[config.mk]
export PLATFORM = sky130hd
export DESIGN_NAME = mem_port_arbiter
export DESIGN_NICKNAME = d
export VERILOG_FILES = /design/src/rtl/mem_arb_pkg.sv /design/src/rtl/mem_port_arbiter_mux32.sv /design/src/rtl/mem_port_arbiter.sv
export SDC_FILE = /design/constraint.sdc
export NUM_CORES = 1
export LEC_CHECK = 0
export ABC_AREA = 1
export BUFFER_PORTS_ARGS = -buffer_cell sky130_fd_sc_hd__buf_2
export CAP_MARGIN = 40
export CORE_AREA = 2 2 102 104
export CTS_CLUSTER_SIZE = 28
export DETAILED_ROUTE_END_ITERATION = 10
export DIE_AREA = 0 0 104 106
export MAX_ROUTING_LAYER = met4
export PLACE_DENSITY = 0.78
export REMOVE_ABC_BUFFERS = 1
export SETUP_SLACK_MARGIN = 0.15
export SLEW_MARGIN = 30
export SYNTH_ARGS = -nofsm -noshare
export SYNTH_HDL_FRONTEND = slang
export SYNTH_SLANG_ARGS = --single-unit
[constraint.sdc]
create_clock -name clk -period 2.8 [get_ports clk]
set_input_delay 0.56 -clock clk [delete_from_list [all_inputs] [get_ports clk]]
set_output_delay 0.56 -clock clk [all_outputs]
set_load 0.02 [all_outputs]
[src/rtl/mem_arb_pkg.sv]
// Shared types and constants for the IF/DM memory port arbiter.
package mem_arb_pkg;

    typedef enum logic [2:0] {
        IDLE  = 3'd0,
        ISSUE = 3'd1,
        WAIT  = 3'd2,
        CAPT  = 3'd3,
        DONE  = 3'd4
    } state_t;

    localparam logic PORT_IF     = 1'b0;
    localparam logic PORT_DM     = 1'b1;
    localparam int   MEM_LAT_MAX = 15;
    localparam int   CNT_W       = 4;

    // A lone requester always wins; tie_gnt settles simultaneous requests.
    function automatic logic arb_pick(input logic if_req, input logic dm_req,
                                      input logic tie_gnt);
        logic pick;
        if (if_req && dm_req)
            pick = tie_gnt;
        else if (dm_req)
            pick = PORT_DM;
        else
            pick = PORT_IF;
        return pick;
    endfunction

endpackage

[src/rtl/mem_port_arbiter_mux32.sv]
// 32-bit 2:1 mux: control = 0 selects in1, control = 1 selects in2.
module Mux32 (
    input  logic        control,
    input  logic [31:0] in1,
    input  logic [31:0] in2,
    output logic [31:0] mux_out
);

    assign mux_out = control ? in2 : in1;

endmodule

[src/rtl/mem_port_arbiter.sv]
// Single-port memory arbiter between instruction fetch and data memory requesters.
// Tie-break policy: fixed DM priority by default, round robin when ARB_ROUND_ROBIN_EN is defined.
//
// state | meaning
// IDLE  | no access in flight; arbitrate pending requests
// ISSUE | mem_en strobe, latency counter loaded
// WAIT  | counting down the memory latency
// CAPT  | mem_rdata valid; capture into granted port, raise its ack
// DONE  | ack visible to the granted port; requests ignored
module mem_port_arbiter
    import mem_arb_pkg::*;
#(
    parameter int DW      = 32,
    parameter int AW      = 32,
    parameter int MEM_LAT = 2
) (
    input  logic          clk,
    input  logic          rst_n,
    input  logic          if_req,
    input  logic [AW-1:0] if_addr,
    output logic [DW-1:0] if_rdata,
    output logic          if_ack,
    input  logic          dm_req,
    input  logic          dm_we,
    input  logic [AW-1:0] dm_addr,
    input  logic [DW-1:0] dm_wdata,
    output logic [DW-1:0] dm_rdata,
    output logic          dm_ack,
    output logic          mem_sel,
    output logic          mem_en,
    output logic          mem_we,
    output logic [AW-1:0] mem_addr,
    output logic [DW-1:0] mem_wdata,
    input  logic [DW-1:0] mem_rdata,
    output logic          busy
);

    state_t           state, state_nxt;
    logic [CNT_W-1:0] cnt;
    logic             gnt;
    logic             wr_q;
    logic             tie_gnt;
    logic             pick;
    logic             any_req;
    logic [AW-1:0]    mux_addr;

    assign any_req = if_req | dm_req;

`ifdef ARB_ROUND_ROBIN_EN
    logic last_gnt;

    always_ff @(posedge clk or negedge rst_n) begin
        if (!rst_n)
            last_gnt <= PORT_IF;
        else if (state == IDLE && any_req)
            last_gnt <= pick;
    end

    assign tie_gnt = ~last_gnt;
`else
    // The MEM-stage instruction is older than the one being fetched.
    assign tie_gnt = PORT_DM;
`endif

    assign pick = arb_pick(if_req, dm_req, tie_gnt);

    always_ff @(posedge clk or negedge rst_n) begin
        if (!rst_n)
            state <= IDLE;
        else
            state <= state_nxt;
    end

    always_comb begin
        state_nxt = state;
        case (state)
            IDLE:    if (any_req) state_nxt = ISSUE;
            ISSUE:   state_nxt = (MEM_LAT == 1) ? CAPT : WAIT;
            WAIT:    if (cnt == CNT_W'(1)) state_nxt = CAPT;
            CAPT:    state_nxt = DONE;
            DONE:    state_nxt = IDLE;
            default: state_nxt = IDLE;
        endcase
    end

    always_ff @(posedge clk or negedge rst_n) begin
        if (!rst_n) begin
            cnt      <= '0;
            gnt      <= PORT_IF;
            wr_q     <= 1'b0;
            if_rdata <= '0;
            dm_rdata <= '0;
            if_ack   <= 1'b0;
            dm_ack   <= 1'b0;
        end else begin
            if_ack <= 1'b0;
            dm_ack <= 1'b0;
            case (state)
                IDLE: begin
                    if (any_req) begin
                        gnt  <= pick;
                        wr_q <= (pick == PORT_DM) && dm_we;
                    end
                end
                ISSUE: cnt <= CNT_W'(MEM_LAT - 1);
                WAIT:  cnt <= cnt - CNT_W'(1);
                CAPT: begin
                    // Write type is latched at grant so a misbehaving requester cannot corrupt dm_rdata.
                    if (gnt == PORT_DM) begin
                        dm_ack <= 1'b1;
                        if (!wr_q)
                            dm_rdata <= mem_rdata;
                    end else begin
                        if_ack   <= 1'b1;
                        if_rdata <= mem_rdata;
                    end
                end
                default: ;
            endcase
        end
    end

    Mux32 u_addr_mux (
        .control (gnt),
        .in1     (if_addr),
        .in2     (dm_addr),
        .mux_out (mux_addr)
    );

    assign busy      = (state != IDLE);
    assign mem_sel   = gnt;
    assign mem_en    = (state == ISSUE);
    assign mem_we    = dm_we & mem_sel & mem_en;
    assign mem_addr  = busy ? mux_addr : '0;
    assign mem_wdata = (busy && gnt) ? dm_wdata : '0;

endmodule
==> metrics.md <==
| Metric | Value |
|---|---|
| Cts repair resizes | 0 |
| CTS tree | built |
| WL met3 | 1050 um |
| Buffers on Ports | 266 |
| Max Clock Skew | roughly 0.010 ns |
| Netlist Area Pre-Place | 3980 um^2 |
| Final core utilization | 55.5% |
| Crit-path cells | inv_2, nand2_1, nor2_2, inv_2, buf_4, nand2_1, inv_1, buf_2 |
| Synth Warn # | 0 |
| Maximum clock path buffer count | 2 |
| TritonCTS Sinks | 75 |
| Global-route wire length before repair | a little over 20000 um |
| Period minus WS final | 2.50 ns |
| CP Launch Type | register |
| Leak Pwr | between 3 and 4 nW |
| Largest net degree at the start of global routing | 44 |
| Top sig layer | met4 |
| Antenna violations before repair | 0 |
| Seq/Total Area, Yosys | 47.2% |
| Num ports | 267 |
| Switching part of the total | 53.0% |
| CP max stage cell | dfrtp_1 |
| Setup violators final | 0 |
| Die height | roughly 110 um |
| Vias | 4475 |
| Data required, critical path | 2.24 ns |
| Nets | 968 |
| Initial DRC count | 349 |
| Filler cell count | 1037 |
| Clk network pwr share | 11.1% |
| Final wirelength | ~13000 um |
| Post-Synthesis Cells | 579 |
| Wire per inst | 13.6 um |
| Diodes inserted | 0 |
| H-tree Lvls | 3 |
| Cts bufs inserted | 9 |
| CP endpoint kind | primary output |
| Routability cong. | 0.941 |
| Vias per inst | 4.60 |
| Syn_area_per_cell | 6.87 um^2 |
| FMAX | 401 MHz |
| Final Non-Filler Cells | 973 |
| Chip width | 104 um |
| Run status | finished clean |
| DRC | 0 |
| Worst Tran Pin Value | 0.777 ns |
| Register bit total from synthesis | 75 |
| Final Hold Fails | 0 |
| Share of cells above drive strength 1 | 35.6% |
| Area delta synth->final | 39.6% |
| Hold_buf cts | 0 |
| Slew Limit Fails | 0 |
| Relative slew margins | 48.1% |
| Pint | 3.28 mW |
| Cell total after placement | 958 |
| Hold Path Class | in2async |
| PD cells | ~1300 nW/um^2 |
| RSZ-0062 raised after global routing | no |
| Worst path max stage delay | 0.44 ns |
| Worst Path Class, Setup | reg2out |
| Crit path buffers/inverters | 5 |
| Most common cell after layout, fill and taps aside | nand2_1 |
| Metal-1 WL | about 5700 um |
| Vias in the first global route | 4222 |
| Post-Route Setup TNS | 0 ns |
| Die area | around 11000 um^2 |
| Final ANT Viol Nets | 0 |
| Initial Util | 39.8% |
| Global route overflow | 0 |
| Clk_lat worst skew | about 0.34 ns |
| Drt first pass iters | 5 |
| Clock-pin slew on the worst setup and hold paths | 0.08 ns |
| Root Buffer Master | clkbuf_8 |
| Detail Placement HPWL | roughly 9700 um |
| Met2 routed wirelength | between 6000 and 7000 um |
| Crit Path Max Fanout | 19 |
| Max-cap viol count | 0 |
| Count of different cell masters after synthesis | 20 |
| Crit path arrival time | a little under 2 ns |
| Setup Fix Bufs, Post-CTS | 0 |
| Rows | 37 |
| P_sw | 3.70 mW |
| All-Layer GR Usage | 24.2% |
| Crit path max-delay family | buffers and inverters |
| Most frequent cells in the layout | nand2_1 (278), buf_2 (265), dfrtp_1 (74) |
| Logic pwr share | 61.7% |
| Core area | roughly 10000 um^2 |
| Sequential power share | between 20% and 30% |
| Final period utilization | 89.2% |
| Max IR drop VDD | 0.000676 V |
[Yosys cell counts]
library cell / instances / area, um^2
nor2_1: 39 / 146
clkbuf_1: 8 / 30.0
o21ai_0: 34 / 170
inv_1: 70 / 263
nand3_1: 36 / 180
nor2_2: 1 / 6.26
nand2_2: 1 / 6.26
nand3_2: 1 / 10.0
dfrtp_1: 75 / 1880
inv_2: 5 / 18.8
xor2_1: 1 / 8.76
ha_1: 2 / 25.0
buf_2: 13 / 65.1
nor3_1: 1 / 5.00
nand2_1: 278 / 1040
buf_6: 3 / 33.8
nand3b_1: 1 / 7.51
nor2_4: 2 / 22.5
buf_4: 7 / 52.6
a21oi_1: 1 / 5.00
[registers in the layout, summed over array words and instances (netlist names)]
name	cells
state	3
dm_ack	1
cnt	4
mem_sel	1
if_rdata	32
wr_q	1
dm_rdata	32
if_ack	1
[metal layers]
layer | vias up | GRT usage [%]
li1 | 2224 | -
met2 | 208 | 41.0
met1 | 2031 | 29.3
met5 | - | -
met3 | 12 | 5.46
met4 | 0 | 6.66
[metrics by stage]
stage          hold WS [ns]  area [um^2]  total power, mW  setup slack, ns
5_1_grt               0.175         5550             7.57            0.155
3_3_place_gp          0.451         5370             6.21            0.724
2_1_floorplan         0.264         3790             4.59           -0.424
6_report              0.165         5550             6.99            0.304
4_1_cts               0.163         5550             7.05            0.272
3_5_place_dp          0.454         5370             6.27            0.671
[area by class of cell]
| type | instances | area, um^2 | area share (%) |
|---|---|---|---|
| clock buffers | 14 | 173 | 3.11 |
| clock inverters | 1 | 7.51 | 0.135 |
| inverters | 75 | 282 | 5.07 |
| multi-input cells | 398 | 1640 | 29.5 |
| flip-flops and latches | 75 | 1880 | 33.8 |
| well taps | 136 | 170 | 3.06 |
| repair buffers | 274 | 1410 | 25.3 |
[worst paths after layout]
path	from	endpoint	slack, ns	cells past startpoint
worst max-delay path	state[0]	mem_addr[23]	0.30	8
worst min-delay path	rst_n	if_rdata[6]	0.16	1
worst max register to register	state[1]	if_rdata[1]	0.90	4
worst min register to register	dm_rdata[8]	dm_rdata[8]	0.47	2
max in group asynchronous	rst_n	dm_rdata[14]	2.05	2
min in group clk	mem_rdata[2]	if_rdata[2]	0.43	3
[cell families after synthesis]
logic type	after synthesis	synth area share (%)
xor+xnor	1	0.220
flops	75	47.2
fa+ha+maj	2	0.629
buf+inv	106	11.6
simple gates	360	35.9
compound gates	35	4.41
[power groups by stage]
stage	Clock [mW]	Combinational (mW)	Sequential (mW)
floorplan	0	2.00	2.59
global placement	0	4.31	1.90
detailed placement	0	4.36	1.91
CTS	0.789	4.36	1.91
global route	0.843	4.75	1.98
finish	0.773	4.31	1.91
Power figures use the tool's default switching activity.
